[src/rtl/sign_narrow.sv]
// rtl/sign_narrow.sv - streaming 9-bit to 8-bit signed narrower with 2-entry FIFO and overflow status
//
// Narrows 9-bit two's-complement divider results to 8 bits. Each accepted word
// is tagged with an overflow flag (bits 8 and 7 differ) and queued in a 2-entry
// FIFO. A sticky overflow flag and a saturating overflow event counter are kept
// for status readout.
//
// Build option: define SIGN_NARROW_SATURATE_EN to clamp overflowing words to
// 0x7F / 0x80 by sign. Without it, overflowing words wrap to in_data[7:0].
//
// Ports:
//   clk         rising-edge clock
//   rst         synchronous active-high reset
//   in_valid    input word valid
//   in_data     9-bit signed input word
//   in_ready    block accepts a word this cycle (decoded from registers only)
//   out_valid   FIFO head holds a word
//   out_data    narrowed 8-bit word at FIFO head
//   out_ovf     head word did not fit in 8 bits
//   out_ready   consumer takes the head word this cycle
//   ovf_clr     synchronous clear of ovf_sticky and ovf_cnt
//   ovf_sticky  an overflowing word was accepted since last clear/reset
//   ovf_cnt     count of accepted overflowing words, saturating at 255

module sign_narrow (
    input  logic       clk,
    input  logic       rst,
    input  logic       in_valid,
    input  logic [8:0] in_data,
    output logic       in_ready,
    output logic       out_valid,
    output logic [7:0] out_data,
    output logic       out_ovf,
    input  logic       out_ready,
    input  logic       ovf_clr,
    output logic       ovf_sticky,
    output logic [7:0] ovf_cnt
);

    // FIFO held as an explicit head register plus one spill register; entry
    // layout is {ovf, data[7:0]}.
    logic [1:0] count;
    logic [8:0] head_q;
    logic [8:0] tail_q;

    logic       push;
    logic       pop;
    logic       in_ovf;
    logic [7:0] in_narrow;
    logic [8:0] in_entry;

    assign in_ovf = in_data[8] ^ in_data[7];

    always_comb begin
        in_narrow = in_data[7:0];
`ifdef SIGN_NARROW_SATURATE_EN
        if (in_ovf) begin
            in_narrow = in_data[8] ? 8'h80 : 8'h7F;
        end
`endif
    end

    assign in_entry  = {in_ovf, in_narrow};

    assign in_ready  = (count != 2'd2);
    assign out_valid = (count != 2'd0);
    assign push      = in_valid && in_ready;
    assign pop       = out_valid && out_ready;

    assign out_data  = head_q[7:0];
    assign out_ovf   = head_q[8];

    always_ff @(posedge clk) begin
        if (rst) begin
            count  <= 2'd0;
            head_q <= 9'd0;
            tail_q <= 9'd0;
        end else begin
            case (count)
                2'd0: begin
                    if (push) begin
                        head_q <= in_entry;
                        count  <= 2'd1;
                    end
                end
                2'd1: begin
                    // Push and pop together: the new word replaces the head.
                    if (push && pop) begin
                        head_q <= in_entry;
                    end else if (push) begin
                        tail_q <= in_entry;
                        count  <= 2'd2;
                    end else if (pop) begin
                        count  <= 2'd0;
                    end
                end
                2'd2: begin
                    // Full: in_ready is low, so only a pop can happen here.
                    if (pop) begin
                        head_q <= tail_q;
                        count  <= 2'd1;
                    end
                end
                default: begin
                    count <= 2'd0;
                end
            endcase
        end
    end

    // Clear takes priority over the stored state but not over a coincident
    // overflowing push, which is counted after the clear.
    always_ff @(posedge clk) begin
        if (rst) begin
            ovf_sticky <= 1'b0;
            ovf_cnt    <= 8'd0;
        end else if (ovf_clr) begin
            ovf_sticky <= push && in_ovf;
            ovf_cnt    <= (push && in_ovf) ? 8'd1 : 8'd0;
        end else if (push && in_ovf) begin
            ovf_sticky <= 1'b1;
            if (ovf_cnt != 8'hFF) begin
                ovf_cnt <= ovf_cnt + 8'd1;
            end
        end
    end

endmodule

[config.mk]
export PLATFORM = sky130hd
export DESIGN_NAME = sign_narrow
export DESIGN_NICKNAME = d
export VERILOG_FILES = /design/src/rtl/sign_narrow.sv
export SDC_FILE = /design/constraint.sdc
export NUM_CORES = 1
export LEC_CHECK = 0
export BUFFER_PORTS_ARGS = -buffer_cell sky130_fd_sc_hd__buf_2
export CAP_MARGIN = 20
export CORE_ASPECT_RATIO = 1.25
export CORE_MARGIN = 10
export CORE_UTILIZATION = 35
export CTS_CLUSTER_DIAMETER = 60
export DETAILED_ROUTE_END_ITERATION = 6
export MAX_ROUTING_LAYER = met4
export PLACE_DENSITY = 0.63
export SLEW_MARGIN = 30
export SYNTH_ARGS = -nofsm -noshare
export SYNTH_HDL_FRONTEND = slang
export SYNTH_SLANG_ARGS = --single-unit
[constraint.sdc]
create_clock -name clk -period 3.1 [get_ports clk]
set_input_delay 0.31 -clock clk [delete_from_list [all_inputs] [get_ports clk]]
set_output_delay 0.31 -clock clk [all_outputs]
set_load 0.01 [all_outputs]
* Word-level counts from Yosys, hierarchy flattened
Index checks and enable logic that the tools add are counted.
** Cells by class
- Bitwise logic cells :: 2
- Equality and inequality tests :: 9
- Muxes and demuxes :: 16
- Reduce and logical (&&, ||, !) cells :: 13
- $add $sub $neg :: 1
** Operators by type and width (number)
- 9-bit 2-to-1 mux :: 3
- 9-bit one-hot mux with 3 select lines :: 1
- 8-bit 2-to-1 mux :: 3
- 2-bit 2-to-1 mux :: 5
- 2-bit inequality test (second input constant) :: 5
- 8-bit by 1-bit adder with 8-bit output (second input constant) :: 1
- 8-bit inequality test (second input constant) :: 1
- 4-bit AND reduction :: 2
- 2-bit one-hot mux with 3 select lines :: 1
- 2-bit nonzero test :: 3
- 1-bit logical AND :: 4
- 1-bit 2-to-1 mux :: 3
- 3-bit inequality test (second input constant) :: 1
- 3-bit AND reduction :: 1
- 3-bit nonzero test :: 1
- 2-bit by 1-bit == test with 1-bit output (second input constant) :: 1
- 2-bit == test (second input constant) :: 1
- 2-bit zero test :: 1
- 2-bit AND reduction :: 1
- 1-bit NOT :: 1
- 1-bit bitwise XOR :: 1
** Word-level totals
- Output and inout bits :: 20
- Bits in registers :: 29
- Logic and storage cells :: 46
- Input bits :: 14

* Depth between registers and ports, before layout
- Word-level depth :: 6
- Gate-level depth with buffers :: 6
- Depth with buffers taken out :: 5

* Worst setup path before layout
OpenSTA, ideal clock, no wires.
- Kind :: register to register
- From :: register ovf_cnt[0]
- To :: register ovf_cnt[3]
- Slack :: 1.387 ns
- Setup time :: 0.070 ns
- Stages on the path, launching flop included :: 7
- Data arrival time :: 1.643 ns
- Buffers on the path :: 1
- Clock period less this slack :: 1.713 ns
- Data required time :: 3.030 ns
- Path through :: dfxtp_1 > ha_1 > and4_4 > and4_4 > buf_6 > or4_1 > a21oi_1
** On the way
- Longest elaborated chain between the ends :: 4
- Elaborated cells between the ends (all ways) :: 7
- Those cells by class :: 1 x add/sub; 1 x eq/ne; 3 x mux; 2 x reduce/logical
** RTL lines
- start: declaration :: line 37 : output logic [7:0] ovf_cnt
- start signal: assignment :: line 119 : ovf_cnt <= (push && in_ovf) ? 8'd1 : 8'd0;
- start signal: assignment :: line 123 : ovf_cnt <= ovf_cnt + 8'd1;
- 8-bit by 1-bit adder with 8-bit output :: line 123
- 8-bit 2-to-1 mux :: line 122 : if (ovf_cnt != 8'hFF) begin
- 8-bit 2-to-1 mux :: line 120 : end else if (push && in_ovf) begin
- 8-bit 2-to-1 mux :: line 117 : end else if (ovf_clr) begin
Several ways; a longest one is shown, not always the timed one. The select of a mux whose other input is x is not followed.
A chain may end at the register's enable or synchronous reset.

* Worst setup path in the final report
- From :: register count[0]
- To :: register ovf_cnt[4]
** On the way
- Longest elaborated chain between the ends :: 5
** RTL lines
- start: declaration :: line 42 : logic [1:0] count;
- start signal: assignment :: line 75 : count <= 2'd0;
- start signal: assignment :: line 83 : count <= 2'd1;
- start signal: assignment :: line 92 : count <= 2'd2;
- 2-bit inequality test :: line 65 : assign in_ready = (count != 2'd2);
- 1-bit logical AND :: line 67 : assign push = in_valid && in_ready;
- 1-bit logical AND :: line 120
- 2-bit nonzero test (no line)
- 2-bit AND reduction (no line)
No other way between the ends.

==> impl_metrics.tcl <==
set metrics [dict create \
    outcome "completed" \
    cts.sinks 29 \
    initial_core_util_pct 37.0 \
    clk_latency_ns 0.28 \
    powerDensity_nw_per_um2 529 \
    synth_nets 166 \
    final_max_slew_viol_count 0 \
    yosys.area_share.simple_pct 24.1 \
    cp_top_family "simple AND/OR/NAND/NOR gates" \
    regArea_um2 581 \
    die_x_um 75.0 \
    drt-initial-drc-count 57 \
    die-area_um2 6650 \
    min_from "in_data[0]" \
    p_leak_uw 0.000686 \
    grt_use_total_pct 10.1 \
    core_area_um2 3570 \
    slew-limit-headroom_pct 52.7 \
    slowest_stage "nand2b_1" \
    cp-end-kind "flip-flop" \
    regToRegStartpoint "count[0]" \
    rows 24 \
    hold_buffers 0 \
    worstPathArrival_ns 2.34 \
    via_per_inst 5.43 \
    worst-path-buf-inv 0 \
    pre_cts_slack_ns 0.996 \
    layout.nets 198 \
    cts_buffers 5 \
    io_pins 34 \
    synth_xor_area_share_pct 0.663 \
    syn_area_um2 1320 \
    slowest_delay_ns 0.59 \
    die_h_um 88.7 \
    drive_gt1_share_pct 26.1 \
    post-cts-setup-buffers 0 \
    synth_mux_area_share_pct 9.94 \
    finalWeightedCongestion 0.810 \
    postRouteAntennaNets 0 \
    htreeDepth 2 \
    ff2ff_setup_slack_ns 0.96 \
    final_cell_mix "33 x buf_2, 29 x dfxtp_1, 21 x nand2_1" \
    syn_avg_cell_area_um2 8.75 \
    clk_pin_slew_ns 0.06 \
    yosys_warnings 0 \
    synth_top_family_by_area "simple AND/OR/NAND/NOR gates" \
    cts_tree "built" \
    multi_input_area_um2 682 \
    finalHoldViolCount 0 \
    fmax_mhz 468 \
    synth.distinct_cells 35 \
    finalPower_uw 840 \
    post-route-min-period_ns 2.14 \
    timing.rr.end "ovf_cnt[4]" \
    synth_compound_area_share_pct 15.9 \
    ys_ff_latch 29 \
    post_cts_resized 0 \
    hpwlAfterDp_mm 2.36 \
    grt_pass1_vias 1149 \
    final_common_cell "buf_2" \
    grt_pass1_wl_mm 5.05 \
    hold_path_depth 3 \
    critPathKind "reg2reg" \
    wire_per_inst_um 14.3 \
    fillerInstances 353 \
    period_share_pct 68.9 \
    area_growth_pct 20.3 \
    crit_chain "nand2b_1 -> nand3_2 -> or4_1 -> a21oi_1" \
    cp_data_required_time_ns 3.31 \
    rsz0062_at_grt "false" \
    startpoint_type "flip-flop" \
    max-cap-violations 0 \
    min_path_type "in2reg" \
    routed_wl_mm 3.19 \
    synthAdderAreaFrac_pct 0.947 \
    fin_setup_tns_ns 0 \
    diodes 0 \
    grt_max_degree 28 \
    irDropWorstVdd_uv 283 \
    ys_seq_area_share_pct 43.9 \
    clock_skew_ns 0.00135 \
    synthCells 151 \
    hold-path-endpoint "tail_q[0]" \
    drt-pass1-iter-count 4 \
    io_buffers 33 \
    drc 0 \
    reg2reg_depth 4 \
    finalSetupViolations 0 \
    gr-total-overflow 0 \
    num_vias 1210 \
    tightest_slew_ns 0.709 \
    root_buffer "clkbuf_8" \
    grt_antenna_before_repair 0 \
    cp_max_fo 13 \
    setup_slack_ns 0.963 \
    clock_path_buffers 2 \
]
[sequential cells by signal (all words and copies together), names as in the netlist]
register	count
tail_q	9
count	2
head_q	9
ovf_cnt	8
ovf_sticky	1
[where the power goes]
group / switching (uW) / leakage [uW] / total (uW) / internal, uW
sequential: 10.2 / 0.000237 / 401 / 391
clock: 140 / 0.0000542 / 340 / 200
combinational: 58.3 / 0.000395 / 99.2 / 40.9
[how the worst max path moves through the flow]
stage	from	to	slack, ns	cells after the start
global route	count[0]	ovf_cnt[3]	0.78	4
floorplan	ovf_cnt[0]	ovf_cnt[3]	1.39	6
global placement	count[0]	ovf_cnt[4]	1.09	4
detailed placement	count[0]	ovf_cnt[4]	1.0	4
finish	count[0]	ovf_cnt[4]	0.96	4
CTS	count[0]	ovf_cnt[4]	0.98	4
[per-stage QoR]
step / cells / area (um2) / utilization [%] / hold WS [ns]
after floorplan: 151 / 1320 / - / 0.436
final: 223 / 1590 / 44.5 / 0.281
after CTS: 223 / 1590 / 44.5 / 0.268
after detailed placement: 215 / 1490 / 41.6 / 0.449
after global placement: 215 / 1490 / 41.6 / 0.442
after global routing: 223 / 1590 / 44.5 / 0.278
[logic make-up (layout without fill, tap and decap cells)]
| group | after synthesis | count (layout) |
|---|---|---|
| xor gates and xnor gates | 1 | 1 |
| DFF | 29 | 29 |
| buffers and inverters | 11 | 44 |
| AOI/OAI and AO/OA | 32 | 32 |
| and+or+nand+nor | 64 | 64 |
| adders and majority gates | 1 | 1 |
| muxes | 13 | 13 |
[synth_stat cells, drive strengths merged]
master | instances | area (um2)
xor2 | 1 | 8.76
o21ai | 2 | 13.8
nand4 | 2 | 12.5
a21oi | 14 | 70.1
mux2i | 12 | 120
nand3b | 1 | 7.51
o31ai | 3 | 22.5
or4 | 2 | 15.0
o311ai | 1 | 8.76
inv | 3 | 11.3
and2 | 1 | 6.26
nor3 | 2 | 10.0
and4 | 2 | 22.5
a211oi | 8 | 60.1
mux2 | 1 | 11.3
a31oi | 1 | 6.26
o41ai | 1 | 8.76
or3 | 2 | 12.5
buf | 4 | 32.5
nand3 | 4 | 25.0
nor4 | 3 | 18.8
nand2 | 21 | 78.8
nand2b | 3 | 18.8
and3 | 1 | 6.26
nor2 | 16 | 60.1
ha | 1 | 12.5
or2 | 2 | 12.5
clkbuf | 4 | 15.0
o22a | 1 | 8.76
a2111o | 1 | 11.3
dfxtp | 29 | 581
nor2b | 2 | 12.5
[tightest hold or removal path, delay by kind of cell]
family / cells / cell delay, ns
AO/OA/AOI/OAI: 1 / 0.05
buffers and inverters: 1 / 0.10
AND/OR/NAND/NOR: 1 / 0.05
[metal layers]
layer	track usage [%]	vias to the layer above	wire (um)
met5	-	-	0
met4	5.00	0	63
met3	3.81	9	221
met2	16.2	32	1470
met1	10.5	563	1440
li1	-	606	-
[layout make-up]
| cell class | instances | share of cell area [%] |
|---|---|---|
| multi-input cells | 111 | 42.9 |
| repair buffers | 33 | 10.4 |
| flip-flops and latches | 29 | 36.5 |
| clock inverters | 1 | 0.315 |
| inverters | 3 | 0.709 |
| well taps | 39 | 3.07 |
| clock buffers | 7 | 6.06 |
(Power assumes the default switching activity.)
